**src/rtl/vmask_reduce.sv**
```systemverilog
// Mask-register reduction for vcpop.m / vfirst.m over multi-beat mask vectors.
// Stage 1 reduces one beat; stage 2 accumulates across beats and registers the scalar result.
module vmask_reduce #(
  parameter int unsigned DATA_WIDTH      = 64,
  parameter int unsigned RESP_DATA_WIDTH = 64,
  parameter int unsigned CNT_WIDTH       = 32,
  parameter int unsigned AB_WIDTH        = $clog2(DATA_WIDTH) + 1
) (
  input  logic                       clk,
  input  logic                       rst,
  input  logic                       in_valid,
  input  logic [DATA_WIDTH-1:0]      in_mask,
  input  logic [DATA_WIDTH-1:0]      in_vm_mask,
  input  logic [AB_WIDTH-1:0]        in_active_bits,
  input  logic                       in_first,
  input  logic                       in_last,
  input  logic                       in_mode,
  output logic                       out_valid,
  output logic [RESP_DATA_WIDTH-1:0] out_vec
);

  localparam int unsigned LSB_WIDTH = $clog2(DATA_WIDTH);

  typedef enum logic {
    MODE_CPOP  = 1'b0,
    MODE_FIRST = 1'b1
  } mode_e;

  // ---------------------------------------------------------------------------
  // Beat reduction (combinational, feeds stage 1)
  // ---------------------------------------------------------------------------
  logic [AB_WIDTH-1:0]   ab_clamped;
  logic [DATA_WIDTH-1:0] tail;
  logic [DATA_WIDTH-1:0] eff;
  logic [AB_WIDTH-1:0]   pop;
  logic [LSB_WIDTH-1:0]  lsb;
  logic                  hit;
  logic [CNT_WIDTH-1:0]  base_q;
  logic [CNT_WIDTH-1:0]  beat_base;

  always_comb begin
    ab_clamped = (in_active_bits > AB_WIDTH'(DATA_WIDTH)) ? AB_WIDTH'(DATA_WIDTH) : in_active_bits;
    tail = '0;
    for (int unsigned i = 0; i < DATA_WIDTH; i++) begin
      tail[i] = (i < 32'(ab_clamped));
    end
    eff = in_mask & in_vm_mask & tail;
  end

  always_comb begin
    pop = '0;
    for (int unsigned i = 0; i < DATA_WIDTH; i++) begin
      pop = pop + AB_WIDTH'(eff[i]);
    end
  end

  // Scan from the top so the last assignment wins with the lowest set index.
  always_comb begin
    lsb = '0;
    for (int unsigned i = 0; i < DATA_WIDTH; i++) begin
      if (eff[DATA_WIDTH-1-i]) lsb = LSB_WIDTH'(DATA_WIDTH - 1 - i);
    end
    hit = |eff;
  end

  assign beat_base = in_first ? '0 : base_q;

  always_ff @(posedge clk) begin
    if (rst) begin
      base_q <= '0;
    end else if (in_valid) begin
      base_q <= beat_base + CNT_WIDTH'(ab_clamped);
    end
  end

  // ---------------------------------------------------------------------------
  // Stage 1 register
  // ---------------------------------------------------------------------------
  logic                 s1_valid;
  logic [AB_WIDTH-1:0]  s1_pop;
  logic [LSB_WIDTH-1:0] s1_lsb;
  logic                 s1_hit;
  logic [CNT_WIDTH-1:0] s1_base;
  logic                 s1_first;
  logic                 s1_last;
  mode_e                s1_mode;

  always_ff @(posedge clk) begin
    if (rst) begin
      s1_valid <= 1'b0;
      s1_pop   <= '0;
      s1_lsb   <= '0;
      s1_hit   <= 1'b0;
      s1_base  <= '0;
      s1_first <= 1'b0;
      s1_last  <= 1'b0;
      s1_mode  <= MODE_CPOP;
    end else begin
      s1_valid <= in_valid;
      if (in_valid) begin
        s1_pop   <= pop;
        s1_lsb   <= lsb;
        s1_hit   <= hit;
        s1_base  <= beat_base;
        s1_first <= in_first;
        s1_last  <= in_last;
        s1_mode  <= mode_e'(in_mode);
      end
    end
  end

  // ---------------------------------------------------------------------------
  // Stage 2 accumulator and result register
  // ---------------------------------------------------------------------------
  logic [CNT_WIDTH-1:0]       acc_q, acc_n;
  logic                       found_q, found_n;
  logic [CNT_WIDTH-1:0]       idx_q, idx_n;
  mode_e                      mode_q, mode_n;
  logic [RESP_DATA_WIDTH-1:0] result;

  // A first beat overrides the held state, so a restarted op drops its partial result.
  always_comb begin
    acc_n   = acc_q;
    found_n = found_q;
    idx_n   = idx_q;
    mode_n  = mode_q;
    if (s1_first) begin
      acc_n   = '0;
      found_n = 1'b0;
      idx_n   = '0;
      mode_n  = s1_mode;
    end
    if (mode_n == MODE_CPOP) begin
      acc_n = acc_n + CNT_WIDTH'(s1_pop);
    end else if (!found_n && s1_hit) begin
      found_n = 1'b1;
      idx_n   = s1_base + CNT_WIDTH'(s1_lsb);
    end
    if (mode_n == MODE_CPOP) begin
      result = RESP_DATA_WIDTH'(acc_n);
    end else if (found_n) begin
      result = RESP_DATA_WIDTH'(idx_n);
    end else begin
      result = '1;
    end
  end

  always_ff @(posedge clk) begin
    if (rst) begin
      acc_q     <= '0;
      found_q   <= 1'b0;
      idx_q     <= '0;
      mode_q    <= MODE_CPOP;
      out_valid <= 1'b0;
      out_vec   <= '0;
    end else begin
      out_valid <= 1'b0;
      out_vec   <= '0;
      if (s1_valid) begin
        acc_q   <= acc_n;
        found_q <= found_n;
        idx_q   <= idx_n;
        mode_q  <= mode_n;
        if (s1_last) begin
          out_valid <= 1'b1;
          out_vec   <= result;
        end
      end
    end
  end

endmodule
```
**config.mk**
```make
export PLATFORM = sky130hd
export DESIGN_NAME = vmask_reduce
export DESIGN_NICKNAME = d
export VERILOG_FILES = /design/src/rtl/vmask_reduce.sv
export SDC_FILE = /design/constraint.sdc
export NUM_CORES = 1
export LEC_CHECK = 0
export ABC_CLOCK_PERIOD_IN_PS = 15100
export CAP_MARGIN = 20
export CORE_MARGIN = 2
export CORE_UTILIZATION = 24
export CTS_BUF_LIST = sky130_fd_sc_hd__clkbuf_4 sky130_fd_sc_hd__clkbuf_8
export CTS_CLUSTER_SIZE = 28
export DETAILED_ROUTE_END_ITERATION = 10
export PLACE_DENSITY_LB_ADDON = 0.12
export SYNTH_ARGS = -nofsm -noshare
export SYNTH_HDL_FRONTEND = slang
export SYNTH_SLANG_ARGS = --single-unit
```
**constraint.sdc**
```tcl
create_clock -name clk -period 15.1 [get_ports clk]
set_clock_uncertainty 0.05 [all_clocks]
set_input_delay 2.265 -clock clk [delete_from_list [all_inputs] [get_ports clk]]
set_output_delay 2.265 -clock clk [all_outputs]
set_load 0.03 [all_outputs]
```
==> flow_metrics.py <==
metrics = {
    "synth": {
        "synthCells": 1759,
        "synth_edf_count": 0,
        "async_reset_ff_share_pct": 0,
        "synth_ff_type": "dfxtp_1",
        "synth_mux_area_share_pct": 1.74,
        "synthSimpleGateAreaFrac_pct": 23.9,
        "ys_ff_latch": 182,
        "synth_compound_area_share_pct": 24.7,
        "yosys.area_share.xor_xnor_pct": 4.33,
        "synth_fa_ha_area_share_pct": 11.4,
        "synth_fp_nets": 1993,
        "yosysWarnings": 0,
        "seq_area_frac_synth_pct": 26.1,
        "synth_cell_types": 97,
        "synth_top_family_by_area": "compound AO/OA/AOI/OAI gates",
        "synth.avg_cell_area_um2": 7.93,
        "synth_area_mm2": 0.0140,
    },
    "clocking": {
        "cts_tree": "built",
        "cts_setup_buffers": 0,
        "cts-root-buf": "clkbuf_8",
        "insertion_delay_ps": 510,
        "cts_buffer_depth": 2,
        "cts_buffers": 17,
        "h-tree-depth": 4,
        "clkTransAtPathRegs_ps": 100,
        "cts-hold-fix-buffers": 0,
        "cts_sinks": 182,
        "cts_resized": 0,
    },
    "timing": {
        "worst_slack_ps": 4900,
        "layout_min_cycle_time_ps": 10200,
        "setup_viol": 0,
        "period_share_pct": 67.6,
        "relSlewSlack_pct": 23.6,
        "tns_ps": 0,
        "hold_viol_final": 0,
        "worst_pin_slew_ps": 1140,
        "rsz0062_at_grt": "false",
        "fmax_ghz": 0.0980,
        "maxSlewViolCount": 0,
    },
    "worst_setup_path": {
        "crit_fanout": 22,
        "r2r-end": "out_vec[16]$_SDFF_PP0_",
        "slowest_stage": "clkdlybuf4s50_1",
        "reg2regPathDepth": 11,
        "cp_data_required_time_ps": 15420,
        "cpPeakStageDelay_ps": 1110,
        "r2r_start": "s1_first$_SDFFE_PP0P_",
        "crit_type": "in -> reg",
        "crit_start": "in_active_bits[4]",
        "worstSetupEndpoint": "s1_pop[4]$_SDFFE_PP0P_",
        "start_kind": "input port",
        "worst-r2r-setup-slack_ps": 11360,
        "cp.arrival_ps": 10520,
        "crit_path_end_kind": "flip-flop",
        "path_common_cell": "fa_1",
    },
    "die": {
        "coreArea_mm2": 0.0576,
        "pin_count": 206,
        "initial_core_util_pct": 24.2,
        "rows": 88,
        "die_height_um": 245,
        "die_w_um": 245,
        "die_area_mm2": 0.0601,
    },
    "cells_and_area": {
        "drive_gt1_share_pct": 6.24,
        "syn2layout_area_growth_pct": 20.9,
        "num-fill-cells": 6193,
        "diodes": 0,
        "nets": 2112,
    },
    "run": {
        "drv_cap": 0,
    },
    "global_routing": {
        "grt_pass1_vias": 13200,
        "grt_pass1_wl_um": 80700,
        "antenna_found_initial": 0,
        "grt_max_degree": 64,
        "grt-ovfl-total": 0,
        "grt_usage_pct": 17.4,
    },
    "worst_hold_path": {
        "hold_path_class": "reg -> reg",
    },
    "drt": {
        "met3_length_um": 2310,
        "route.met2.wl_um": 24500,
        "wl_met1_um": 25200,
        "dr.pass1.iters": 5,
        "drc_errors": 0,
        "top_layer": "met4",
        "vias_per_cell": 5.08,
        "routedWlPerCell_um": 19.9,
        "wl_um": 52700,
        "drtIter0Drc": 886,
        "detail-route-antenna-nets": 0,
        "vias": 13500,
    },
    "place": {
        "dp_hpwl_um": 40600,
        "dpl_worst_slack_ps": 4370,
        "portBuffers": 205,
        "gp_congestion": 0.878,
    },
    "power_and_ir_drop": {
        "powerDensity_mw_per_mm2": 100,
        "total_power_mw": 1.69,
        "max-vdd-ir-drop_v": 0.000159,
        "power_leakage_nw": 6.21,
    },
    "outcome": {
        "status": "completed",
    },
}
[final cells by class]
| cell class | count | area [µm²] | area share, % |
|---|---|---|---|
| inverter | 108 | 405 | 2.40 |
| clock inverter | 10 | 98.8 | 0.586 |
| tap | 765 | 957 | 5.67 |
| clock buffer | 21 | 283 | 1.68 |
| sequential | 182 | 3650 | 21.6 |
| multi-input combinational | 1337 | 9240 | 54.7 |
| timing repair buffer | 232 | 2250 | 13.3 |
[cell usage after synthesis (17+ instances only)]
cell type / n / share of area (%)
a22oi_1: 28 / 1.5
a211oi_1: 47 / 2.5
nand4_1: 20 / 0.90
xor2_1: 33 / 2.1
nor4_1: 21 / 0.94
xnor2_1: 36 / 2.3
fa_1: 57 / 8.2
ha_1: 36 / 3.2
inv_1: 108 / 2.9
a21o_1: 24 / 1.3
buf_4: 32 / 1.7
and3_1: 17 / 0.76
o21ai_0: 70 / 2.5
nand2_1: 180 / 4.8
mux2i_1: 22 / 1.6
dfxtp_1: 182 / 26
a21oi_1: 119 / 4.3
nor2b_1: 34 / 1.5
clkbuf_1: 74 / 2.0
nor2_1: 175 / 4.7
a31oi_1: 20 / 0.90
nand3_1: 48 / 1.7
a221oi_1: 18 / 1.1
nor3_1: 37 / 1.3
[critical path: cells and delay by family]
kind                     cells  cell delay (ps)
adder cells (fa/ha/maj)     10             4690
buffers and inverters        8             1510
AND/OR/NAND/NOR              5             1380
AO/OA/AOI/OAI                3              520
XOR/XNOR                     1              120
[power breakdown]
part	total [mW]	internal (mW)	leakage (nW)	switching [mW]
sequential	0.505	0.495	1.47	0.0102
combinational	0.843	0.382	4.54	0.461
clock	0.341	0.145	0.192	0.195
total	1.69	1.02	6.21	0.666
[through the flow]
step	hold WS, ps	cell area (µm²)	std cells	utilization [%]
after floorplan	382	14000	1759	-
after global placement	393	16500	2623	28.6
after detailed placement	401	16500	2623	28.6
after CTS	415	16900	2654	29.3
after global routing	441	16900	2655	29.3
final	414	16900	2655	29.3
[registers in the layout, indices dropped and copies added (netlist names)]
register and count:
s1_last 1, acc_q 32, s1_lsb 6, s1_mode 1, s1_base 32, idx_q 32, mode_q 1, out_valid 1
found_q 1, s1_hit 1, s1_first 1, out_vec 33, base_q 32, s1_valid 1, s1_pop 7
[how the worst min path moves through the flow]
stage	cells past startpoint	from	endpoint	slack, ps
4_1_cts	2	idx_q[19]$_SDFFE_PP0P_	idx_q[19]$_SDFFE_PP0P_	410
2_1_floorplan	2	s1_lsb[4]$_SDFFE_PP0P_	s1_lsb[4]$_SDFFE_PP0P_	380
3_3_place_gp	2	idx_q[19]$_SDFFE_PP0P_	idx_q[19]$_SDFFE_PP0P_	390
6_report	2	idx_q[19]$_SDFFE_PP0P_	idx_q[19]$_SDFFE_PP0P_	410
5_1_grt	2	idx_q[31]$_SDFFE_PP0P_	idx_q[31]$_SDFFE_PP0P_	440
3_5_place_dp	2	idx_q[19]$_SDFFE_PP0P_	idx_q[19]$_SDFFE_PP0P_	400
[cells in the final DEF, fill, tap and decap left out, types with 21 or more instances in the layout]
cell type and count:
a211oi_1 47, a21o_1 24, a21oi_1 118, a22oi_1 28
buf_4 28, clkdlybuf4s50_1 203, dfxtp_1 180, fa_1 57
ha_1 36, inv_1 108, mux2i_1 21, nand2_1 180
nand3_1 48, nor2_1 175, nor2b_1 34, nor3_1 37
nor4_1 21, o21ai_0 70, xnor2_1 36, xor2_1 33
[per-layer routing]
metal  global-route usage (%)  vias to the layer above
li1                         -                     6571
met1                     24.0                     6525
met2                     28.8                      346
met3                     2.11                       35
met4                     3.96                        0
met5                        0                        -
[logic make-up after synthesis]
family / after synthesis
flip-flops: 182
AND/OR/NAND/NOR: 656
multiplexers: 24
buffers and inverters: 240
AO/OA/AOI/OAI: 495
XOR/XNOR: 69
adder cells (fa/ha/maj): 93
Note: power is estimated with default switching activity, not from simulation.
